File: src/rtl/spi_tx_sched.sv
// -----------------------------------------------------------------------------
// spi_tx_sched
//
// Transmit scheduler and command front-end for the SPInew SPI slave.
// Four local requesters are arbitrated round-robin; the winner's message type,
// byte count and 48-bit payload are registered onto the slave inputs and a
// one-cycle send_trigger is issued. The slave's busy line is tracked to detect
// completion; if the slave never starts or never finishes, it is recovered
// with a two-cycle reset pulse. Received 16-bit host commands are decoded, and
// a command whose upper byte equals LONG_OPCODE arms o_long_msg_coming for the
// following 48-bit host frame. No send is launched while the host owns the bus.
//
// Parameters
//   TIMEOUT_CYC  max cycles (trigger cycle included) until the send ends (>= 1)
//   START_CYC    max cycles (trigger cycle included) until busy rises (>= 1)
//   LONG_OPCODE  received_data[15:8] value announcing a long inbound frame
//
// Ports
//   i_clk, i_rst_n         clock, asynchronous active-low reset
//   i_req[3:0]             level request per requester
//   i_req_type[11:0]       3-bit message type per requester
//   i_req_len[15:0]        4-bit byte count per requester (LONG type only)
//   i_req_data[191:0]      48-bit payload per requester
//   o_grant/o_done/o_err   one-cycle one-hot per-requester status pulses
//   o_send_trigger         one-cycle launch pulse to the slave
//   o_output_data          payload to the slave
//   o_spi_msg_type         message type to the slave
//   o_in_msg_byte_count    byte count to the slave
//   o_long_msg_coming      long inbound frame expected
//   o_spi_rst              active-high reset to the slave
//   i_busy                 slave is shifting a frame
//   i_received             slave received a frame (one-cycle pulse)
//   i_received_data[47:0]  received frame; only [15:0] is used
//   o_cmd_valid            one-cycle pulse, new command in o_cmd_data
//   o_cmd_data[15:0]       last decoded command
// -----------------------------------------------------------------------------
module spi_tx_sched #(
  parameter logic [15:0] TIMEOUT_CYC = 16'hFFFF,
  parameter logic [15:0] START_CYC   = 16'd4,
  parameter logic [7:0]  LONG_OPCODE = 8'hA5
) (
  input  logic         i_clk,
  input  logic         i_rst_n,
  input  logic [3:0]   i_req,
  input  logic [11:0]  i_req_type,
  input  logic [15:0]  i_req_len,
  input  logic [191:0] i_req_data,
  output logic [3:0]   o_grant,
  output logic [3:0]   o_done,
  output logic [3:0]   o_err,
  output logic         o_send_trigger,
  output logic [47:0]  o_output_data,
  output logic [2:0]   o_spi_msg_type,
  output logic [3:0]   o_in_msg_byte_count,
  output logic         o_long_msg_coming,
  output logic         o_spi_rst,
  input  logic         i_busy,
  input  logic         i_received,
  input  logic [47:0]  i_received_data,
  output logic         o_cmd_valid,
  output logic [15:0]  o_cmd_data
);

  typedef enum logic [1:0] {
    ST_IDLE       = 2'd0,
    ST_WAIT_START = 2'd1,
    ST_WAIT_END   = 2'd2,
    ST_RECOVER    = 2'd3
  } state_t;

  state_t      r_state;
  logic [1:0]  r_rr_ptr;
  logic [1:0]  r_cur_idx;
  logic [15:0] r_cnt;
  logic        r_rec_first;

  logic [3:0]  r_grant;
  logic [3:0]  r_done;
  logic [3:0]  r_err;
  logic        r_send_trigger;
  logic [47:0] r_output_data;
  logic [2:0]  r_spi_msg_type;
  logic [3:0]  r_in_msg_byte_count;
  logic        r_long;
  logic        r_spi_rst;
  logic        r_cmd_valid;
  logic [15:0] r_cmd_data;

  logic [2:0]  w_type [4];
  logic [3:0]  w_len  [4];
  logic [47:0] w_data [4];
  logic        w_pick_found;
  logic [1:0]  w_pick_idx;
  logic        w_len_bad;
  logic        w_launch_ok;
  logic [15:0] w_cnt_inc;
  logic        w_rx_unused;

  function automatic logic [3:0] f_onehot(input logic [1:0] idx);
    f_onehot = 4'b0001 << idx;
  endfunction

  // Only the 16-bit command field of a received frame is consumed here.
  assign w_rx_unused = ^i_received_data[47:16];

  // Unpack the flat per-requester buses into indexable arrays.
  always_comb begin
    for (int i = 0; i < 4; i++) begin
      w_type[i] = i_req_type[3*i +: 3];
      w_len[i]  = i_req_len[4*i +: 4];
      w_data[i] = i_req_data[48*i +: 48];
    end
  end

  // Round-robin pick: scan upward starting one past the last served requester.
  always_comb begin
    logic [1:0] v_scan;
    w_pick_found = 1'b0;
    w_pick_idx   = 2'd0;
    v_scan       = 2'd0;
    for (int k = 1; k <= 4; k++) begin
      v_scan = r_rr_ptr + 2'(k);
      if (!w_pick_found && i_req[v_scan]) begin
        w_pick_found = 1'b1;
        w_pick_idx   = v_scan;
      end else begin
        w_pick_found = w_pick_found;
      end
    end
  end

  // Launch qualification; a LONG frame needs a byte count of 1..6.
  always_comb begin
    w_len_bad   = (w_type[w_pick_idx] == 3'b111) &&
                  ((w_len[w_pick_idx] == 4'd0) || (w_len[w_pick_idx] > 4'd6));
    w_launch_ok = w_pick_found && !i_busy && !i_received && !r_long;
    w_cnt_inc   = (r_cnt == 16'hFFFF) ? r_cnt : (r_cnt + 16'd1);
  end

  // Scheduler FSM, command decoder and all registered outputs.
  always_ff @(posedge i_clk or negedge i_rst_n) begin
    if (!i_rst_n) begin
      r_state             <= ST_IDLE;
      r_rr_ptr            <= 2'd3;
      r_cur_idx           <= 2'd0;
      r_cnt               <= 16'd0;
      r_rec_first         <= 1'b0;
      r_grant             <= 4'd0;
      r_done              <= 4'd0;
      r_err               <= 4'd0;
      r_send_trigger      <= 1'b0;
      r_output_data       <= 48'h0;
      r_spi_msg_type      <= 3'b000;
      r_in_msg_byte_count <= 4'h0;
      r_long              <= 1'b0;
      r_spi_rst           <= 1'b0;
      r_cmd_valid         <= 1'b0;
      r_cmd_data          <= 16'h0;
    end else begin
      // Pulse outputs default low every cycle.
      r_grant        <= 4'd0;
      r_done         <= 4'd0;
      r_err          <= 4'd0;
      r_send_trigger <= 1'b0;
      r_cmd_valid    <= 1'b0;

      // Command decode; while the long flag is armed, the next reception is
      // the long host frame itself and only closes the window.
      if ((r_state != ST_RECOVER) && i_received) begin
        if (r_long) begin
          r_long <= 1'b0;
        end else begin
          r_cmd_data  <= i_received_data[15:0];
          r_cmd_valid <= 1'b1;
          if (i_received_data[15:8] == LONG_OPCODE) begin
            r_long <= 1'b1;
          end
        end
      end

      case (r_state)
        ST_IDLE: begin
          if (w_launch_ok) begin
            // Rejected requesters still advance the pointer so they cannot
            // starve the others while they hold req.
            r_rr_ptr <= w_pick_idx;
            if (w_len_bad) begin
              r_err <= f_onehot(w_pick_idx);
            end else begin
              r_output_data       <= w_data[w_pick_idx];
              r_spi_msg_type      <= w_type[w_pick_idx];
              r_in_msg_byte_count <= w_len[w_pick_idx];
              r_send_trigger      <= 1'b1;
              r_grant             <= f_onehot(w_pick_idx);
              r_cur_idx           <= w_pick_idx;
              r_cnt               <= 16'd0;
              r_state             <= ST_WAIT_START;
            end
          end
        end

        // r_cnt is 0 in the trigger cycle, so comparing against N-1 allows
        // N cycles including the trigger cycle.
        ST_WAIT_START: begin
          if (i_busy) begin
            r_cnt   <= w_cnt_inc;
            r_state <= ST_WAIT_END;
          end else if (r_cnt >= (START_CYC - 16'd1)) begin
            r_state     <= ST_RECOVER;
            r_spi_rst   <= 1'b1;
            r_err       <= f_onehot(r_cur_idx);
            r_rec_first <= 1'b1;
          end else begin
            r_cnt <= w_cnt_inc;
          end
        end

        ST_WAIT_END: begin
          if (!i_busy) begin
            r_done  <= f_onehot(r_cur_idx);
            r_state <= ST_IDLE;
          end else if (r_cnt >= (TIMEOUT_CYC - 16'd1)) begin
            r_state     <= ST_RECOVER;
            r_spi_rst   <= 1'b1;
            r_err       <= f_onehot(r_cur_idx);
            r_rec_first <= 1'b1;
          end else begin
            r_cnt <= w_cnt_inc;
          end
        end

        // Slave reset held for two cycles; the long-frame window is abandoned.
        ST_RECOVER: begin
          if (r_rec_first) begin
            r_rec_first <= 1'b0;
          end else begin
            r_spi_rst <= 1'b0;
            r_long    <= 1'b0;
            r_state   <= ST_IDLE;
          end
        end

        default: begin
          r_state <= ST_IDLE;
        end
      endcase
    end
  end

  assign o_grant             = r_grant;
  assign o_done              = r_done;
  assign o_err               = r_err;
  assign o_send_trigger      = r_send_trigger;
  assign o_output_data       = r_output_data;
  assign o_spi_msg_type      = r_spi_msg_type;
  assign o_in_msg_byte_count = r_in_msg_byte_count;
  assign o_long_msg_coming   = r_long;
  assign o_spi_rst           = r_spi_rst;
  assign o_cmd_valid         = r_cmd_valid;
  assign o_cmd_data          = r_cmd_data;

endmodule

File: config.mk
export PLATFORM = sky130hd
export DESIGN_NAME = spi_tx_sched
export DESIGN_NICKNAME = d
export VERILOG_FILES = /design/src/rtl/spi_tx_sched.sv
export SDC_FILE = /design/constraint.sdc
export NUM_CORES = 1
export LEC_CHECK = 0
export ABC_CLOCK_PERIOD_IN_PS = 3700
export CELL_PAD_IN_SITES_DETAIL_PLACEMENT = 1
export CELL_PAD_IN_SITES_GLOBAL_PLACEMENT = 1
export CORE_MARGIN = 1
export CORE_UTILIZATION = 27
export CTS_CLUSTER_DIAMETER = 80
export DETAILED_ROUTE_END_ITERATION = 12
export PLACE_DENSITY_LB_ADDON = 0.1
export SLEW_MARGIN = 15
export SYNTH_ARGS = -nofsm -noshare
export SYNTH_HDL_FRONTEND = slang
export SYNTH_SLANG_ARGS = --single-unit
File: constraint.sdc
create_clock -name i_clk -period 3.7 [get_ports i_clk]
set_clock_uncertainty 0.2 [all_clocks]
set_input_delay 0.74 -clock i_clk [delete_from_list [all_inputs] [get_ports i_clk]]
set_output_delay 0.74 -clock i_clk [all_outputs]
set_load 0.01 [all_outputs]
==> results.md <==
- Flop pwr share: 0.275
- Detailed-route wire length: 25.7 mm
- H-tree depth: 3
- Cell Int Power: 4.05 mW
- Cell taking the most area after synthesis: dfrtp_1
- Sequential area share after synthesis: 0.408
- Worst Setup End Kind: flop
- Type of the worst min-delay path: input pin to async pin
- Reg2reg path depth: 12
- Clock slew at reported path FFs: 0.08 ns
- Endpoints failing hold: 0
- Final Cycle Share: 0.947
- Ys Warns: 0
- P_leak: 4.86 nW
- Final setup vio count: 0
- Synth Cell Area: 6760 sq um
- P_sw: 2.94 mW
- Reg2reg end: o_in_msg_byte_count[3]$_DFFE_PN0P_
- Fraction of layout cells with a size suffix above 1: 0.101
- Crit Path Class: input pin to flop
- Ys async rst share: 1.00
- Routed Antenna Nets: 0
- Post-DR wirelength/cell: 17.1 microns
- Post-Syn Nets: 1134
- RSZ-0062 raised after global routing: no
- Gate power share: 0.576
- # port buffers: 330
- Hpwl dp: 19.8 mm
- Initial drt markers: 204
- Worst setup path endpoint: o_in_msg_byte_count[3]$_DFFE_PN0P_
- Antenna violations before repair: 1
- Mean Syn Cell Area: 7.95 sq um
- Post-CTS sizing: 0
- Setup bufs post-CTS: 0
- Synth area leaders: dfrtp_1, nand2_1, o21ai_0, nand3_1, mux2_2
- Routability Congestion: 0.776
- Synthesized flop and latch total: 110
- Count leader, synth: nand2_1
- Top-Level Pins: 363
- Tmin final: 3.50 ns
- Die width: 160 microns
- Initial Util: 0.276
- R2R Path Start: r_rr_ptr[1]$_DFFE_PN1P_
- Flop2flop setup slack: 0.41 ns
- Clk root buf: clkbuf_16
- Commonest cells in the netlist: nand2_1, o21ai_0, dfrtp_1
- Prevailing post-synth register cell: dfrtp_1
- CTS buffer count: 9
- Clk network pwr share: 0.149
- Via-to-Cell Ratio: 4.68
- Maxcap violations: 0
- Layout net count: 1462
- Top cell type's share of synthesized area: 0.400
- CTS sink cnt: 110
- CTS tree: yes
- Skew-Pair Late Insertion Delay: 0.37 ns
- CTS Hold Bufs: 0
- Initial DRT Pass Iterations: 4
- Slew Limit Fails: 0
- GRT Residual Overflow: 0
- Largest net degree at the start of global routing: 53
- Vias in the first global route: 7433
- Std cell rows: 57
- Worst path arrival time: 3.56 ns
- Die area: 25700 sq um
- Max FO, Critical Path: 5
- Switching share of power: 0.421
- Number of synthesized flops with an enable pin: 0
- Max-slew headroom: 0.526
- Worst ir drop on vdd: 0.244 mV
- First-pass GRT wire length: 41.0 mm
- WP data required: 3.76 ns
- Pwr dens: 634 nW/um^2
- Startpoint Class: input pin
- Total chip power: 7.00 mW
- Routed via count: 7058
- GRT Util Overall: 0.204
- Layout Area Growth over Synthesis: 63.2%
- Final instance area: 11000 sq um
- DRC viols: 0
- Post-synthesis cell type count: 64
- Least-Margin Pin Slew: 0.710 ns
- Worst setup path start: i_req[1]
- Dpl cell area: 10700 sq um
- Placeable Area: 24500 sq um
- Status: complete, no violations
- DIE HEIGHT: 160 microns
- Post-Syn Instances: 850
- Clk buf depth: 2
- FMAX: 285 MHz
area by class of cell:
type | count | area (sq um)
multi-input cells | 667 | 3720
fillers | 2918 | 13400
clock buffers | 9 | 225
flip-flops and latches | 110 | 2760
clock inverters | 7 | 88.8
diodes | 1 | 2.50
repair buffers | 375 | 3780
inverters | 15 | 56.3
well taps | 324 | 405
metrics by stage:
stage	worst slack, ns	setup TNS [ns]	hold slack (ns)	util	instances
2_1_floorplan	0.520	0	0.244	-	850
3_3_place_gp	-0.230	-14.59	0.261	0.437	1490
3_5_place_dp	-0.280	-18.83	0.270	0.437	1490
4_1_cts	0.0869	0	0.169	0.450	1506
5_1_grt	0.0165	0	0.198	0.451	1508
6_report	0.197	0	0.152	0.451	1508
state kept, by name, summed over array words and instances, names as in the netlist, 2 cells and up:
| signal | flops |
|---|---|
| r_state | 2 |
| o_in_msg_byte_count | 4 |
| r_cnt | 16 |
| o_output_data | 48 |
| o_spi_msg_type | 3 |
| r_rr_ptr | 2 |
| o_grant | 4 |
| r_cur_idx | 2 |
| o_done | 4 |
| o_cmd_data | 16 |
| o_err | 4 |
critical path, cell delays in order:
cell and delay (ns):
clkdlybuf4s50_1 0.47, mux2i_1 0.21, a2bb2oi_2 0.25, o21a_4 0.24, buf_4 0.16, mux2i_1 0.21
buf_4 0.16, nand3_2 0.07, buf_4 0.16, buf_4 0.13, o31ai_4 0.24, buf_4 0.21
mux2_4 0.30
cell usage in the layout, fill, tap and decap left out, types with 3 or more instances in the layout:
master and n:
nand2b_1 4, nand2_1 314, ha_1 8, dfrtp_1 108
o21ai_0 110, clkdlybuf4s50_1 328, mux2i_1 20, nand3b_1 9
clkbuf_16 9, o221ai_2 6, and3_1 9, buf_12 11
a21oi_1 4, o2bb2ai_1 3, a31o_2 3, a211oi_1 3
o31a_1 3, nor3_1 6, buf_4 35, nor2b_1 5
nor4_1 6, nor2_1 16, a21o_1 5, inv_1 14
mux2_2 19, mux2_4 5, nand4_1 7, nand3_1 58
per-layer routing:
layer / vias to the layer above / GRT usage / wire, microns / part of all wire
li1: 3550 / - / - / -
met1: 3259 / 0.240 / 10700 / 0.41
met2: 213 / 0.351 / 12600 / 0.49
met3: 36 / 0.0569 / 1710 / 0.067
met4: 0 / 0.0814 / 743 / 0.029
met5: - / 0 / 0 / 0
cells by family (layout without fill, tap and decap cells):
group | Yosys count | after routing | synth area share
AOI/OAI and AO/OA | 159 | 160 | 0.150
adders and majority gates | 8 | 8 | 0.0148
buffers and inverters | 74 | 406 | 0.0522
DFF | 110 | 110 | 0.408
muxes | 47 | 47 | 0.0811
other | 0 | 1 | 0
and+or+nand+nor | 452 | 452 | 0.294
worst min path at each step:
stage | startpoint | to | slack [ns] | depth (start not counted)
floorplan | i_rst_n | o_cmd_data[0]$_DFFE_PN0P_ | 0.24 | 0
global placement | o_output_data[16]$_DFFE_PN0P_ | o_output_data[16]$_DFFE_PN0P_ | 0.26 | 2
detailed placement | o_output_data[11]$_DFFE_PN0P_ | o_output_data[11]$_DFFE_PN0P_ | 0.27 | 2
CTS | i_rst_n | o_in_msg_byte_count[0]$_DFFE_PN0P_ | 0.17 | 1
global route | i_rst_n | o_in_msg_byte_count[0]$_DFFE_PN0P_ | 0.20 | 1
finish | i_rst_n | o_in_msg_byte_count[0]$_DFFE_PN0P_ | 0.15 | 1
power groups by stage:
stage / clock network (mW) / registers, mW / logic (mW)
floorplan: 0 / 2.05 / 2.09
global placement: 0 / 1.93 / 4.03
detailed placement: 0 / 1.95 / 4.09
CTS: 1.08 / 1.93 / 4.10
global route: 1.12 / 1.99 / 4.46
finish: 1.05 / 1.92 / 4.03
Note: power is estimated with default switching activity, not from simulation.
